`config.mk`:
```
export PLATFORM = sky130hd
export DESIGN_NAME = bcd_timer_ctrl
export DESIGN_NICKNAME = d
export VERILOG_FILES = /design/src/rtl/bcd_pkg.sv /design/src/rtl/bcd_digit_sclr.sv /design/src/rtl/bcd_timer_ctrl.sv
export SDC_FILE = /design/constraint.sdc
export NUM_CORES = 1
export LEC_CHECK = 0
export ABC_AREA = 1
export BUFFER_PORTS_ARGS = -buffer_cell sky130_fd_sc_hd__buf_2
export CORE_MARGIN = 8
export CORE_UTILIZATION = 47
export DETAILED_ROUTE_END_ITERATION = 16
export PLACE_DENSITY_LB_ADDON = 0.1
export SYNTH_ARGS = -nofsm -noshare
export SYNTH_HDL_FRONTEND = slang
export SYNTH_SLANG_ARGS = --single-unit
```
`constraint.sdc`:
```
create_clock -name clk -period 2 [get_ports clk]
set_input_delay 0.2 -clock clk [delete_from_list [all_inputs] [get_ports clk]]
set_output_delay 0.2 -clock clk [all_outputs]
set_load 0.05 [all_outputs]
```
`src/rtl/bcd_pkg.sv`:
```
// Shared definitions for the BCD run/stop/clear timer: state encoding,
// BCD digit limits and small BCD helper functions.
package bcd_pkg;

    localparam int         BCD_W         = 12;
    localparam logic [3:0] BCD_DIGIT_MAX = 4'd9;

    typedef enum logic [1:0] {
        ST_IDLE  = 2'd0,
        ST_RUN   = 2'd1,
        ST_PAUSE = 2'd2,
        ST_DONE  = 2'd3
    } state_t;

    function automatic logic bcd_valid(input logic [BCD_W-1:0] v);
        return (v[11:8] <= BCD_DIGIT_MAX) && (v[7:4] <= BCD_DIGIT_MAX)
            && (v[3:0] <= BCD_DIGIT_MAX);
    endfunction

    // Value the chained digit counters will hold after one step; used to
    // compare against the target before the step lands.
    function automatic logic [BCD_W-1:0] bcd_inc(input logic [BCD_W-1:0] v);
        logic [3:0] h;
        logic [3:0] t;
        logic [3:0] u;
        h = v[11:8];
        t = v[7:4];
        u = v[3:0];
        if (u == BCD_DIGIT_MAX) begin
            u = 4'd0;
            if (t == BCD_DIGIT_MAX) begin
                t = 4'd0;
                h = (h == BCD_DIGIT_MAX) ? 4'd0 : h + 4'd1;
            end else begin
                t = t + 4'd1;
            end
        end else begin
            u = u + 4'd1;
        end
        return {h, t, u};
    endfunction

endpackage

```
`src/rtl/bcd_digit_sclr.sv`:
```
// One decade (0..9) counter with count enable, synchronous clear and
// carry-out asserted while the digit is 9 and being advanced.
module bcd_digit_sclr
    import bcd_pkg::*;
(
    input  logic       clk,
    input  logic       rst_n,
    input  logic       en,
    input  logic       sclr,
    output logic [3:0] q,
    output logic       co
);

    assign co = en && (q == BCD_DIGIT_MAX);

    // NOTE: sequential state is written with non-blocking assignments only,
    // so every flop samples pre-edge values regardless of block ordering.
    always_ff @(posedge clk or negedge rst_n) begin
        if (!rst_n) begin
            q <= 4'd0;
        end else if (sclr) begin
            q <= 4'd0;
        end else if (en) begin
            q <= (q == BCD_DIGIT_MAX) ? 4'd0 : q + 4'd1;
        end
    end

endmodule

```
`src/rtl/bcd_timer_ctrl.sv`:
```
// Run/stop/clear controller for a three-digit BCD count with prescaled
// stepping, free-run wrap and one-shot stop at a latched BCD target.
module bcd_timer_ctrl
    import bcd_pkg::*;
#(
    parameter int DIV   = 1000,
    parameter int DIV_W = 10
) (
    input  logic        clk,
    input  logic        rst_n,
    input  logic        start,
    input  logic        stop,
    input  logic        clear,
    input  logic        mode,
    input  logic [11:0] target,
    output logic [11:0] cnt,
    output logic        running,
    output logic        done,
    output logic        wrap,
    output logic        err
);

    localparam logic [DIV_W-1:0] PRESC_LAST = DIV_W'(DIV - 1);

    state_t           state, state_nxt;
    logic [DIV_W-1:0] presc, presc_nxt;
    logic [11:0]      target_q;
    logic             mode_q;
    logic             step, cnt_clr, latch;
    logic             err_nxt, done_nxt;
    logic             c_units, c_tens, c_hund;
    logic             go;
    logic             tgt_ok;

    // stop outranks start in every state; clear outranks both below.
    assign go     = start && !stop;
    assign tgt_ok = bcd_valid(target);

    // NOTE: every variable driven here gets a default first, so no path
    // through the case leaves it unassigned and no latch is inferred.
    always_comb begin
        state_nxt = state;
        presc_nxt = presc;
        step      = 1'b0;
        cnt_clr   = 1'b0;
        latch     = 1'b0;
        err_nxt   = err;
        done_nxt  = 1'b0;
        if (clear) begin
            state_nxt = ST_IDLE;
            presc_nxt = '0;
            cnt_clr   = 1'b1;
            err_nxt   = 1'b0;
        end else begin
            unique case (state)
                ST_IDLE: begin
                    cnt_clr = 1'b1;
                    if (go) begin
                        if (tgt_ok) begin
                            latch     = 1'b1;
                            presc_nxt = '0;
                            err_nxt   = 1'b0;
                            state_nxt = ST_RUN;
                        end else begin
                            err_nxt = 1'b1;
                        end
                    end
                end
                ST_RUN: begin
                    if (stop) begin
                        // Prescaler holds, so a dropped step fires on resume.
                        state_nxt = ST_PAUSE;
                    end else if (presc == PRESC_LAST) begin
                        step      = 1'b1;
                        presc_nxt = '0;
                        if (mode_q && (bcd_inc(cnt) == target_q)) begin
                            state_nxt = ST_DONE;
                            done_nxt  = 1'b1;
                        end
                    end else begin
                        presc_nxt = presc + DIV_W'(1);
                    end
                end
                ST_PAUSE: begin
                    if (go) state_nxt = ST_RUN;
                end
                ST_DONE: begin
                    if (go) begin
                        if (tgt_ok) begin
                            latch     = 1'b1;
                            cnt_clr   = 1'b1;
                            presc_nxt = '0;
                            err_nxt   = 1'b0;
                            state_nxt = ST_RUN;
                        end else begin
                            err_nxt = 1'b1;
                        end
                    end
                end
                default: state_nxt = ST_IDLE;
            endcase
        end
    end

    always_ff @(posedge clk or negedge rst_n) begin
        if (!rst_n) begin
            state    <= ST_IDLE;
            presc    <= '0;
            target_q <= '0;
            mode_q   <= 1'b0;
            running  <= 1'b0;
            done     <= 1'b0;
            wrap     <= 1'b0;
            err      <= 1'b0;
        end else begin
            state   <= state_nxt;
            presc   <= presc_nxt;
            running <= (state_nxt == ST_RUN);
            done    <= done_nxt;
            // Hundreds carry-out only fires on a 999 -> 000 step.
            wrap    <= c_hund && !mode_q;
            err     <= err_nxt;
            if (latch) begin
                target_q <= target;
                mode_q   <= mode;
            end
        end
    end

    bcd_digit_sclr u_units (
        .clk   (clk),
        .rst_n (rst_n),
        .en    (step),
        .sclr  (cnt_clr),
        .q     (cnt[3:0]),
        .co    (c_units)
    );

    bcd_digit_sclr u_tens (
        .clk   (clk),
        .rst_n (rst_n),
        .en    (c_units),
        .sclr  (cnt_clr),
        .q     (cnt[7:4]),
        .co    (c_tens)
    );

    bcd_digit_sclr u_hund (
        .clk   (clk),
        .rst_n (rst_n),
        .en    (c_tens),
        .sclr  (cnt_clr),
        .q     (cnt[11:8]),
        .co    (c_hund)
    );

endmodule

```
==> metrics.txt <==
starting density of the core a little under half; H-Tree Depth 2; share of cells above drive strength 1 27.0%; post-route minimum period slightly below 2000 ps; share of the synthesized area in the top cell type between 30% and 40%; total grt overflow 0; initial DRC count 83; commonest cells in the netlist nand2_1, inv_1, dfrtp_1; Bufs on Longest Clock Path 2; # fillers 513; CTS tree yes; measured slew at the worst slew-check pin approximately 350 ps; crit path DAT roughly 2200 ps; Remaining DRCs 0; post-synthesis simple-gate area fraction ~34%; hold slack between 100 and 150 ps; number of synthesized register bits between 40 and 50; Mapped Area 0.00261 mm²; largest net degree at the start of global routing 25; CP endpoint kind flop; drt wl/cell around 13 µm; share of synthesized registers carrying an async set or reset between 90% and 100%; most numerous cell in the Yosys netlist nand2_1; vias in the first global route 2,504; clk_lat worst skew slightly below 300 ps; compound-cell area share of the yosys netlist 11.6%; via count about 2.5k; Synth Net Count between 300 and 400; register area share after synthesis roughly 39%; Synth-to-Final Area Change 25.4%; first-pass GRT wire length between 10 and 15 mm; Top cell by count, worst path nand2_1; worst vdd ir about 0.00046 V; Final Skew ~5.1 ps; area leader, netlist dfrtp_1; Setup TNS 0 ps; Yosys cell types 35; Post-Synth XOR/XNOR Area less than 1%; Post-synth EDFFs 0; NumNets Final between 400 and 500; Die X 90.5 µm; Yosys Warn Count 0; Final setup viols 0; drt pass-1 iters 4; Max Cap Viol 0; crit path cell chain inv_2 > ha_4 > nand2_4 > nor2_4 > nand2_4 > nand2_4 > nand3_2 > nand2_1 > nand2_1 > nor2_2 > nand3_2 > nand2_1 > nand2_1 > nand2_1 > nand2_2 > nor2_2; Worst slew margin between 70% and 80%; DP Wirelength between 4 and 5 mm; TritonCTS Buffers 5; antenna violations before repair 0; Synth Instances ~370; Reg2Reg Setup Slack 70 ps; Post-Synth Adder-Cell Area 4.79%; slowest CP cell dfrtp_2; mux share of post-synthesis cell area less than 1%; IO Pins 34; Syn Area/Cell about 7.2 µm²; hold_sp target[8]; FF-to-FF path depth 16; antenna viol nets, final 0; fmax between 500 and 600 MHz; # clock sinks 41; post-route clock period utilization between 90% and 100%; main combinational cell family by area after synthesis simple AND/OR/NAND/NOR gates; GP Congestion roughly 0.86; Critical Path Start Type flop; Hold Fails Final Rpt 0; drt total wl 6.29 mm; most area-consuming cells after synthesis dfrtp_1, nand2_1, inv_1; critical path peak fanout 6; die height between 90 and 100 µm; FF-to-FF End running; WP data required around 2200 ps; final number of max-transition violations 0; outcome completed; # rows 27; # diodes 0; Hold Path Depth 2; leakage 1.69 nW; core area approximately 0.0054 mm²; RSZ-0062 raised after global routing true; slowest stage delay, CP around 440 ps; PwrDens approximately 800 mW/mm²; Worst Hold Path EP target_q[8]; Hold Crit Class input port to flop; vias per inst 5.09; r2r startpoint u_tens.q[1]; Clk Tree Root Cell clkbuf_8; die area ~0.008 mm²; top_reg_cell synth dfrtp_1; clock-pin slew on the worst setup and hold paths approximately 80 ps; worst setup path class flop to flop; total track usage around 15%; Buffers on Ports 33
-- cell type report --
type / instances / area [µm²] / area share [%]
Clock buffer: 7 / 86.3 / 2.64
Sequential cell: 41 / 1040 / 31.7
Timing Repair Buffer: 53 / 322 / 9.82
Multi-Input combinational cell: 261 / 1480 / 45.3
Inverter: 60 / 228 / 6.96
Tap cell: 72 / 90.1 / 2.75
Clock inverter: 1 / 30.0 / 0.917
-- cells by family (layout without fill, tap and decap cells) --
kind of cell,count (synthesis),in the layout
multiplexers,2,2
AND/OR/NAND/NOR,195,195
adder cells (fa/ha/maj),10,10
XOR/XNOR,1,1
buffers and inverters,63,121
AO/OA/AOI/OAI,53,53
flip-flops,41,41
-- worst max-delay path: cells and delay by family, from the launching register on --
family	cells	cell delay, ps
simple gates	14	1180
flops	1	440
fa+ha+maj	1	160
buf+inv	1	90
-- metrics by stage --
step	cell area [µm²]	std cells	power, mW	util [%]	setup WS (ps)
2_1_floorplan	2620	365	1.68	-	44.8
3_3_place_gp	2930	477	1.94	53.9	75.0
3_5_place_dp	2930	477	1.94	53.9	-5.92
4_1_cts	3060	486	2.65	56.3	11.6
5_1_grt	3270	495	2.84	60.2	-82.4
6_report	3270	495	2.65	60.2	68.0
-- cells in the final DEF (no fill, tap or decap), types with 2 or more instances in the layout --
cell / synthesis / final
nor3_1: 9 / 8
o22ai_1: 2 / 2
buf_2: 0 / 33
nand4_1: 5 / 5
inv_2: 2 / 6
nor2_4: 3 / 5
dfrtp_1: 41 / 33
nand3_4: 0 / 2
nor2_2: 3 / 3
clkbuf_8: 0 / 6
or2_2: 2 / 2
mux2_2: 2 / 2
nand2_4: 1 / 5
ha_2: 0 / 2
nand3_1: 25 / 21
a21oi_1: 17 / 17
ha_1: 10 / 5
nand3b_1: 4 / 4
inv_1: 58 / 53
nand2_1: 107 / 99
a31oi_1: 2 / 2
nor2_1: 29 / 27
ha_4: 0 / 3
dfrtp_2: 0 / 8
nand2_2: 3 / 7
nand3_2: 2 / 4
buf_4: 1 / 18
o21ai_0: 23 / 23
-- flip-flops by register name, indices dropped and copies added (netlist names) --
register,cells
target_q,12
presc,10
u_hund.q,4
u_tens.q,4
u_units.q,4
state,2
done,1
err,1
mode_q,1
running,1
wrap,1
-- worst max-delay path by stage --
stage | startpoint | to
6_report | u_tens.q[1] | running
5_1_grt | u_tens.q[1] | running
4_1_cts | u_tens.q[1] | running
3_5_place_dp | u_tens.q[1] | running
3_3_place_gp | presc[0] | running
2_1_floorplan | u_tens.q[1] | running
-- power by group --
group | internal [mW] | total [mW] | switching [mW] | leakage, nW
Clock | 0.407 | 0.695 | 0.288 | 0.0585
Combinational | 0.307 | 0.841 | 0.534 | 1.11
Sequential | 0.986 | 1.11 | 0.124 | 0.529
-- metal layers --
| layer | vias up | part of all wire, % | track usage, % |
|---|---|---|---|
| li1 | 1285 | - | - |
| met1 | 1182 | 43 | 17.6 |
| met2 | 41 | 53 | 28.2 |
| met3 | 10 | 3.2 | 3.33 |
| met4 | 0 | 1.1 | 4.16 |
| met5 | - | 0 | 0 |
-- timing repair --
item	CTS	global route
pin swaps	0	20
setup endpoints to repair	2	12
gates resized for setup	2	40
cloned	0	0
hold buffers	1	0
endpoints found under the hold margin	11	0
buffers inserted	0	9
Note: power is estimated with default switching activity, not from simulation.
